$ cat src/rtl/itch_add_order_path.sv
// ITCH receive front end: frames length-prefixed messages from a TCP
// byte stream and decodes Add Order ('A') messages into parallel fields.
module itch_add_order_path (
  input  logic        clk,
  input  logic        rst,
  input  logic [7:0]  tcp_payload_in,
  input  logic        tcp_byte_valid_in,
  output logic        start_flag,
  output logic [7:0]  payload_out,
  output logic        payload_valid_out,
  output logic        add_order_decoded,
  output logic [63:0] order_ref,
  output logic        buy_sell,
  output logic [31:0] shares,
  output logic [63:0] stock_symbol,
  output logic [31:0] price
);

  typedef enum logic [1:0] {
    LEN_HI,
    LEN_LO,
    BODY
  } hdr_t;

  typedef enum logic {
    IDLE,
    CAPTURE
  } dec_t;

  hdr_t        hst, hst_n;
  logic [15:0] rem, rem_n;
  logic [7:0]  len_hi, len_hi_n;
  logic        at_sof, at_sof_n;
  logic        fwd, sof;
  logic [15:0] len_w;

  dec_t        dst, dst_n;
  logic [5:0]  off, off_n;
  logic        cap;
  logic        done_n, done_q;

  logic [63:0] ref_sh;
  logic        side_sh;
  logic [31:0] shares_sh;
  logic [63:0] stock_sh;
  logic [31:0] price_sh;

  assign len_w = {len_hi, tcp_payload_in};

  always_ff @(posedge clk) begin
    if (rst) begin
      hst    <= LEN_HI;
      rem    <= '0;
      len_hi <= '0;
      at_sof <= 1'b0;
    end else begin
      hst    <= hst_n;
      rem    <= rem_n;
      len_hi <= len_hi_n;
      at_sof <= at_sof_n;
    end
  end

  always_comb begin
    hst_n    = hst;
    rem_n    = rem;
    len_hi_n = len_hi;
    at_sof_n = at_sof;
    fwd      = 1'b0;
    sof      = 1'b0;
    if (tcp_byte_valid_in) begin
      unique case (hst)
        LEN_HI: begin
          len_hi_n = tcp_payload_in;
          hst_n    = LEN_LO;
        end
        LEN_LO: begin
          if (len_w == 16'd0) begin
            hst_n = LEN_HI;
          end else begin
            hst_n    = BODY;
            rem_n    = len_w;
            at_sof_n = 1'b1;
          end
        end
        BODY: begin
          fwd      = 1'b1;
          sof      = at_sof;
          at_sof_n = 1'b0;
          rem_n    = rem - 16'd1;
          if (rem == 16'd1)
            hst_n = LEN_HI;
        end
        default: hst_n = LEN_HI;
      endcase
    end
  end

  always_ff @(posedge clk) begin
    if (rst) begin
      payload_out       <= '0;
      payload_valid_out <= 1'b0;
      start_flag        <= 1'b0;
    end else begin
      payload_valid_out <= fwd;
      start_flag        <= sof;
      if (fwd)
        payload_out <= tcp_payload_in;
    end
  end

  always_ff @(posedge clk) begin
    if (rst) begin
      dst    <= IDLE;
      off    <= '0;
      done_q <= 1'b0;
    end else begin
      dst    <= dst_n;
      off    <= off_n;
      done_q <= done_n;
    end
  end

  // A type byte always restarts the decoder, which also drops a
  // truncated message still in CAPTURE.
  always_comb begin
    dst_n  = dst;
    off_n  = off;
    cap    = 1'b0;
    done_n = 1'b0;
    if (payload_valid_out) begin
      if (start_flag) begin
        if (payload_out == 8'h41) begin
          dst_n = CAPTURE;
          off_n = 6'd1;
        end else begin
          dst_n = IDLE;
        end
      end else if (dst == CAPTURE) begin
        cap = 1'b1;
        if (off == 6'd35) begin
          done_n = 1'b1;
          dst_n  = IDLE;
        end else begin
          off_n = off + 6'd1;
        end
      end
    end
  end

  always_ff @(posedge clk) begin
    if (rst) begin
      ref_sh    <= '0;
      side_sh   <= 1'b0;
      shares_sh <= '0;
      stock_sh  <= '0;
      price_sh  <= '0;
    end else if (cap) begin
      unique case (1'b1)
        off inside {[6'd11:6'd18]}:
          ref_sh <= {ref_sh[55:0], payload_out};
        off == 6'd19:
          side_sh <= (payload_out == 8'h42);
        off inside {[6'd20:6'd23]}:
          shares_sh <= {shares_sh[23:0], payload_out};
        off inside {[6'd24:6'd31]}:
          stock_sh <= {stock_sh[55:0], payload_out};
        off inside {[6'd32:6'd35]}:
          price_sh <= {price_sh[23:0], payload_out};
        default: ;
      endcase
    end
  end

  // Commit one cycle after the last byte lands in the shadows; the
  // next message's length header guarantees they are still intact.
  always_ff @(posedge clk) begin
    if (rst) begin
      add_order_decoded <= 1'b0;
      order_ref         <= '0;
      buy_sell          <= 1'b0;
      shares            <= '0;
      stock_symbol      <= '0;
      price             <= '0;
    end else begin
      add_order_decoded <= done_q;
      if (done_q) begin
        order_ref    <= ref_sh;
        buy_sell     <= side_sh;
        shares       <= shares_sh;
        stock_symbol <= stock_sh;
        price        <= price_sh;
      end
    end
  end

endmodule

$ cat config.mk
export PLATFORM = sky130hd
export DESIGN_NAME = itch_add_order_path
export DESIGN_NICKNAME = d
export VERILOG_FILES = /design/src/rtl/itch_add_order_path.sv
export SDC_FILE = /design/constraint.sdc
export NUM_CORES = 1
export LEC_CHECK = 0
export ABC_AREA = 0
export CAP_MARGIN = 10
export CORE_ASPECT_RATIO = 1.25
export CORE_MARGIN = 10
export CORE_UTILIZATION = 46
export CTS_BUF_LIST = sky130_fd_sc_hd__clkbuf_8
export CTS_CLUSTER_SIZE = 24
export DETAILED_ROUTE_END_ITERATION = 7
export GPL_ROUTABILITY_DRIVEN = 0
export PLACE_DENSITY = 0.68
export SETUP_SLACK_MARGIN = 0.4
export SLEW_MARGIN = 40
export SYNTH_ARGS = -nofsm -noshare
export SYNTH_HDL_FRONTEND = slang
export SYNTH_SLANG_ARGS = --single-unit
$ cat constraint.sdc
create_clock -name clk -period 2.19 [get_ports clk]
set_clock_uncertainty 0.1 [all_clocks]
set_input_delay 0.5475 -clock clk [delete_from_list [all_inputs] [get_ports clk]]
set_output_delay 0.5475 -clock clk [all_outputs]
set_load 0.01 [all_outputs]
Yosys cells after proc, flatten, opt, wreduce, memory -nomap -nowiden --
Index checks and enable logic that the tools add are counted.
Storage, ports and cells: bits in registers 432, latch bits 0, memory bits (writable) 0, memory bits (read-only) 0, bits of input ports 11, output and inout bits 204, word-level logic and storage cells 86, memories kept 0
Operators by class: $add $sub $neg 2, $mul 0, divide/modulo/power cells 0, order comparisons 8, equal/unequal tests 11, shifts and indexed selects 0, muxes and demuxes 21, bitwise gates (word level) 4, reductions and logical operators 19
Operators with widths (count):
- 16-bit one-hot mux with 2 select lines | 1
- 6-bit two-way mux | 4
- 6-bit by 5-bit <= comparator with 1-bit output, second input constant | 3
- 16-bit by 1-bit == test with 1-bit output, second input constant | 1
- 8-bit by 7-bit == test with 1-bit output, second input constant | 2
- 16-bit logical NOT | 1
- 16-bit two-way mux | 1
- 16-bit by 1-bit subtractor with 16-bit output, second input constant | 1
- 2-bit AND reduction | 7
- 6-bit by 5-bit greater-or-equal comparator with 1-bit output, second input constant | 2
- 1-bit two-way mux | 11
- 6-bit by 1-bit adder with 6-bit output, second input constant | 1
- 6-bit by 5-bit == test with 1-bit output, second input constant | 1
- 6-bit == test, second input constant | 1
- 6-bit by 4-bit greater-or-equal comparator with 1-bit output, second input constant | 1
- 6-bit greater-or-equal comparator, second input constant | 1
- 6-bit <= comparator, second input constant | 1
- 2-bit inequality test, second input constant | 3
- 2-bit one-hot mux with 3 select lines | 1
- 1-bit logical AND | 4
- 2-bit two-way mux | 2
- 1-bit inverter | 4
- 4-bit AND reduction | 1
- 2-bit nonzero test | 2
- other kinds (8) | 8

Depth between registers and ports, before layout --
Gate-level depths: netlist of run 1.
depth after elaboration 4, depth in mapped cells 8

Least setup slack after synthesis of run 1 --
No wires, ideal clock.
path type register -> register, from reg rem[0], to reg rem[7], data arrival time 1.759 ns, data required time 2.020 ns, path slack 0.261 ns, cell stages (with the launch flop) 6, cell sequence dfxtp_1 or4_4 or2_4 o41a_1 or2_0 a21oi_1
Between the ends: word-level cells in the longest chain between the ends 2
Ends and longest elaborated chain:
- start: declaration | RTL line 31 | logic [15:0] rem, rem_n;
- start signal: assignment | RTL line 58 | rem <= rem_n;
- 16-bit by 1-bit subtractor with 16-bit output | RTL line 90 | rem_n = rem - 16'd1;
- 16-bit one-hot mux with 2 select lines | RTL line 72 | unique case (hst)
No other way between the ends. A chain may end at the register's enable or synchronous reset.

Final worst setup path of run 1 --
from reg rem[3], to reg rem[7]
Same word-level chain as after synthesis.

==> results of run 1 <==
state kept, by name (all words and copies together) (netlist names), 2 cells and up:
name          count
shares_sh        32
off               6
price            32
order_ref        64
hst               2
len_hi            8
rem              16
stock_symbol     64
price_sh         32
payload_out       8
shares           32
ref_sh           64
stock_sh         64
cells by family (layout without fill, tap and decap cells):
kind of cell,count (synthesis),after routing,share of synthesized area [%]
simple gates,703,703,18.4
flops,432,432,55.5
compound gates,259,259,8.72
mux,210,210,13.5
buf+inv,129,450,3.24
fa+ha+maj,5,5,0.401
xor+xnor,5,5,0.281
placed cells by master, fill, tap and decap left out, drive strengths merged, types with 10 or more instances in the layout:
cell type,netlist,routed
o21ai,17,17
dfxtp,432,432
or2,10,10
inv,6,30
nand2,397,397
clkbuf,87,101
buf,36,306
mux2i,210,210
nor2,241,241
a21oi,222,222
critical path, delay by kind of cell (launching register included):
kind            cells  cell delay (ns)
simple gates        3             1.09
compound gates      2             0.45
flops               1             0.34
worst paths after layout:
check,from,to,slack (ns),cells after the start
worst max-delay path,rem[3],rem[7],0.12,5
worst min-delay path,rst,stock_symbol[50],0.31,2
worst max register to register,rem[3],rem[7],0.12,5
worst min register to register,stock_sh[59],stock_sh[59],0.35,2
power breakdown:
group | internal, uW | switching, uW | leakage (uW) | total [uW]
sequential | 7880 | 43.5 | 0.00353 | 7920
combinational | 282 | 394 | 0.00519 | 675
clock | 3420 | 3020 | 0.000740 | 6440
through the flow:
step	cells	cell area (um^2)	hold WS, ns
2_1_floorplan	1743	15700	0.330
3_3_place_gp	2311	18500	0.343
3_5_place_dp	2311	18500	0.347
4_1_cts	2441	19100	0.284
5_1_grt	2487	21700	0.293
6_report	2487	21700	0.307
per-layer routing:
layer	wire (um)	global-route usage [%]	share of wire, %	vias up
li1	-	-	-	6336
met1	19300	23.8	41	6385
met2	23800	31.9	51	367
met3	2850	4.92	6.1	76
met4	1070	6.33	2.3	0
met5	0	0	0	-
what timing repair did:
action / in CTS / in global routing
endpoints found under the setup margin: 379 / 226
pin swaps: 14 / 254
gates resized for setup: 913 / 516
buffers inserted: 15 / 23
gates cloned: 4 / 23
layout make-up:
| type | instances | area (um^2) | area share, % |
|---|---|---|---|
| multi-input combinational | 1182 | 8230 | 37.9 |
| clock inverter | 27 | 108 | 0.496 |
| sequential | 432 | 8800 | 40.6 |
| timing repair buffer | 333 | 2850 | 13.1 |
| tap | 423 | 529 | 2.44 |
| inverter | 6 | 22.5 | 0.104 |
| clock buffer | 84 | 1160 | 5.33 |
==> summary.txt, run 1 <==
Routing
  – Vias/cell: 5.29
  – Drt wl/cell: 18.9 um
  – 1st-iter DRT viols: 755
  – DRC viols: 0
  – DR pass1 iterations: 5
  – Post-route ant nets: 0
  – Vias: 13200
  – Detailed Route WL: 47000 um

Synthesis
  – Syn_nets: 1759
  – Dominant synthesized flop cell: dfxtp_1
  – Cell count after synthesis: 1743
  – Cell taking the most area after synthesis: dfxtp_1
  – Async set-reset flop share out of synthesis: 0%
  – Count leader, synth: dfxtp_1
  – Yosys top cell area share: 55.5%
  – YS warnings: 0
  – Register area share after synthesis: 55.5%
  – Top cells by count, synth: dfxtp_1 (432), nand2_1 (397), nor2_1 (241), a21oi_1 (222), mux2i_1 (210)
  – Mean Syn Cell Area: 8.94 um^2
  – Post-Synthesis Cell Area: 15600 um^2
  – Synth top area cells: dfxtp_1 (56%), mux2i_1 (13%), nand2_1 (9.6%)
  – Unique cell type count in the Yosys netlist: 50
  – Number of flops mapped to enable cells by yosys: 0
  – Number of synthesized register bits: 432

GRT
  – Number of global-route vias before repair: 12200
  – GRT Total Usage: 19.2%
  – Initial antenna violation count: 0
  – GRT overflow: 0
  – First-pass GRT wire length: 65400 um
  – Largest net degree at the start of global routing: 87

Clock tree
  – Worst-skew pair later-pin latency: 0.58 ns
  – Clk slew on worst S/H paths: 0.06 ns
  – Clock sinks: 432
  – Max Buffers Root-to-Sink: 3
  – CTS Buf Count: 68
  – H-tree levels: 3
  – CTS tree: yes
  – # hold bufs at CTS: 0
  – Clock root cell: clkbuf_8

Critical path
  – CP max FO: 4
  – Worst EP arrival: 2.47 ns
  – Setup crit start kind: register
  – Crit-path slowest cell: or4_4
  – Worst setup EP type: register
  – Peak per-stage delay on the critical path: 0.58 ns
  – Worst-path cell chain: or4_4, or2_4, o41a_1, or2_0, a21oi_1
  – Crit Path Class: reg -> reg
  – Critical path required time: 2.59 ns

Place
  – Hpwl dp: 26000 um
  – Pre-CTS WS: -0.227 ns
  – # port buffers: 214

Die
  – Die X: 185 um
  – Starting Density: 46.5%
  – Die area: 41700 um^2
  – Row cnt: 75
  – Core footprint: 33500 um^2
  – I/O Pins: 215
  – Die Ht: 226 um

Job
  – Max-Cap Viols: 0

Pwr
  – Total chip power: 15000 uW
  – Cell Pwr Density: 693 nW/um^2
  – Peak supply drop: 0.479 mV
  – Leakage: 0.00946 uW

Final layout
  – Layout cells sized above 1: 41.2%
  – Fill count: 2623
  – # diodes: 0
  – Area Growth Syn to Fin: 39.2%
  – Final Util: 64.7%
  – Final Net Count: 2039

STA
  – Min cycle time layout: 2.07 ns
  – Unrepaired setup endpoints after global routing: yes
  – Fin Setup TNS: 0 ns
  – Fmax achieved: 0.484 GHz
  – Period Utilization, post-route: 94.4%
  – Final worst setup slack: 0.123 ns
  – Headroom to the max-slew limit: 56.4%
  – Final Max Slew Viols: 0
  – Final Setup Violations: 0
  – Worst slew pin tran: 0.655 ns
  – Final Hold Fails: 0

Status
  – Status: finished, final reports clean

Hold path
  – Worst Hold Class: in -> reg
Note: power is estimated with default switching activity, not from simulation.
==> inputs of run 2 (changes only) <==
--- a/config.mk
+++ b/config.mk
@@ -16,7 +16,6 @@
 export GPL_ROUTABILITY_DRIVEN = 0
 export PLACE_DENSITY = 0.68
 export SETUP_SLACK_MARGIN = 0.4
-export SLEW_MARGIN = 40
 export SYNTH_ARGS = -nofsm -noshare
 export SYNTH_HDL_FRONTEND = slang
 export SYNTH_SLANG_ARGS = --single-unit
==> results of run 2 <==
The final DEF is identical to that of run 1; final timing and power are the same.
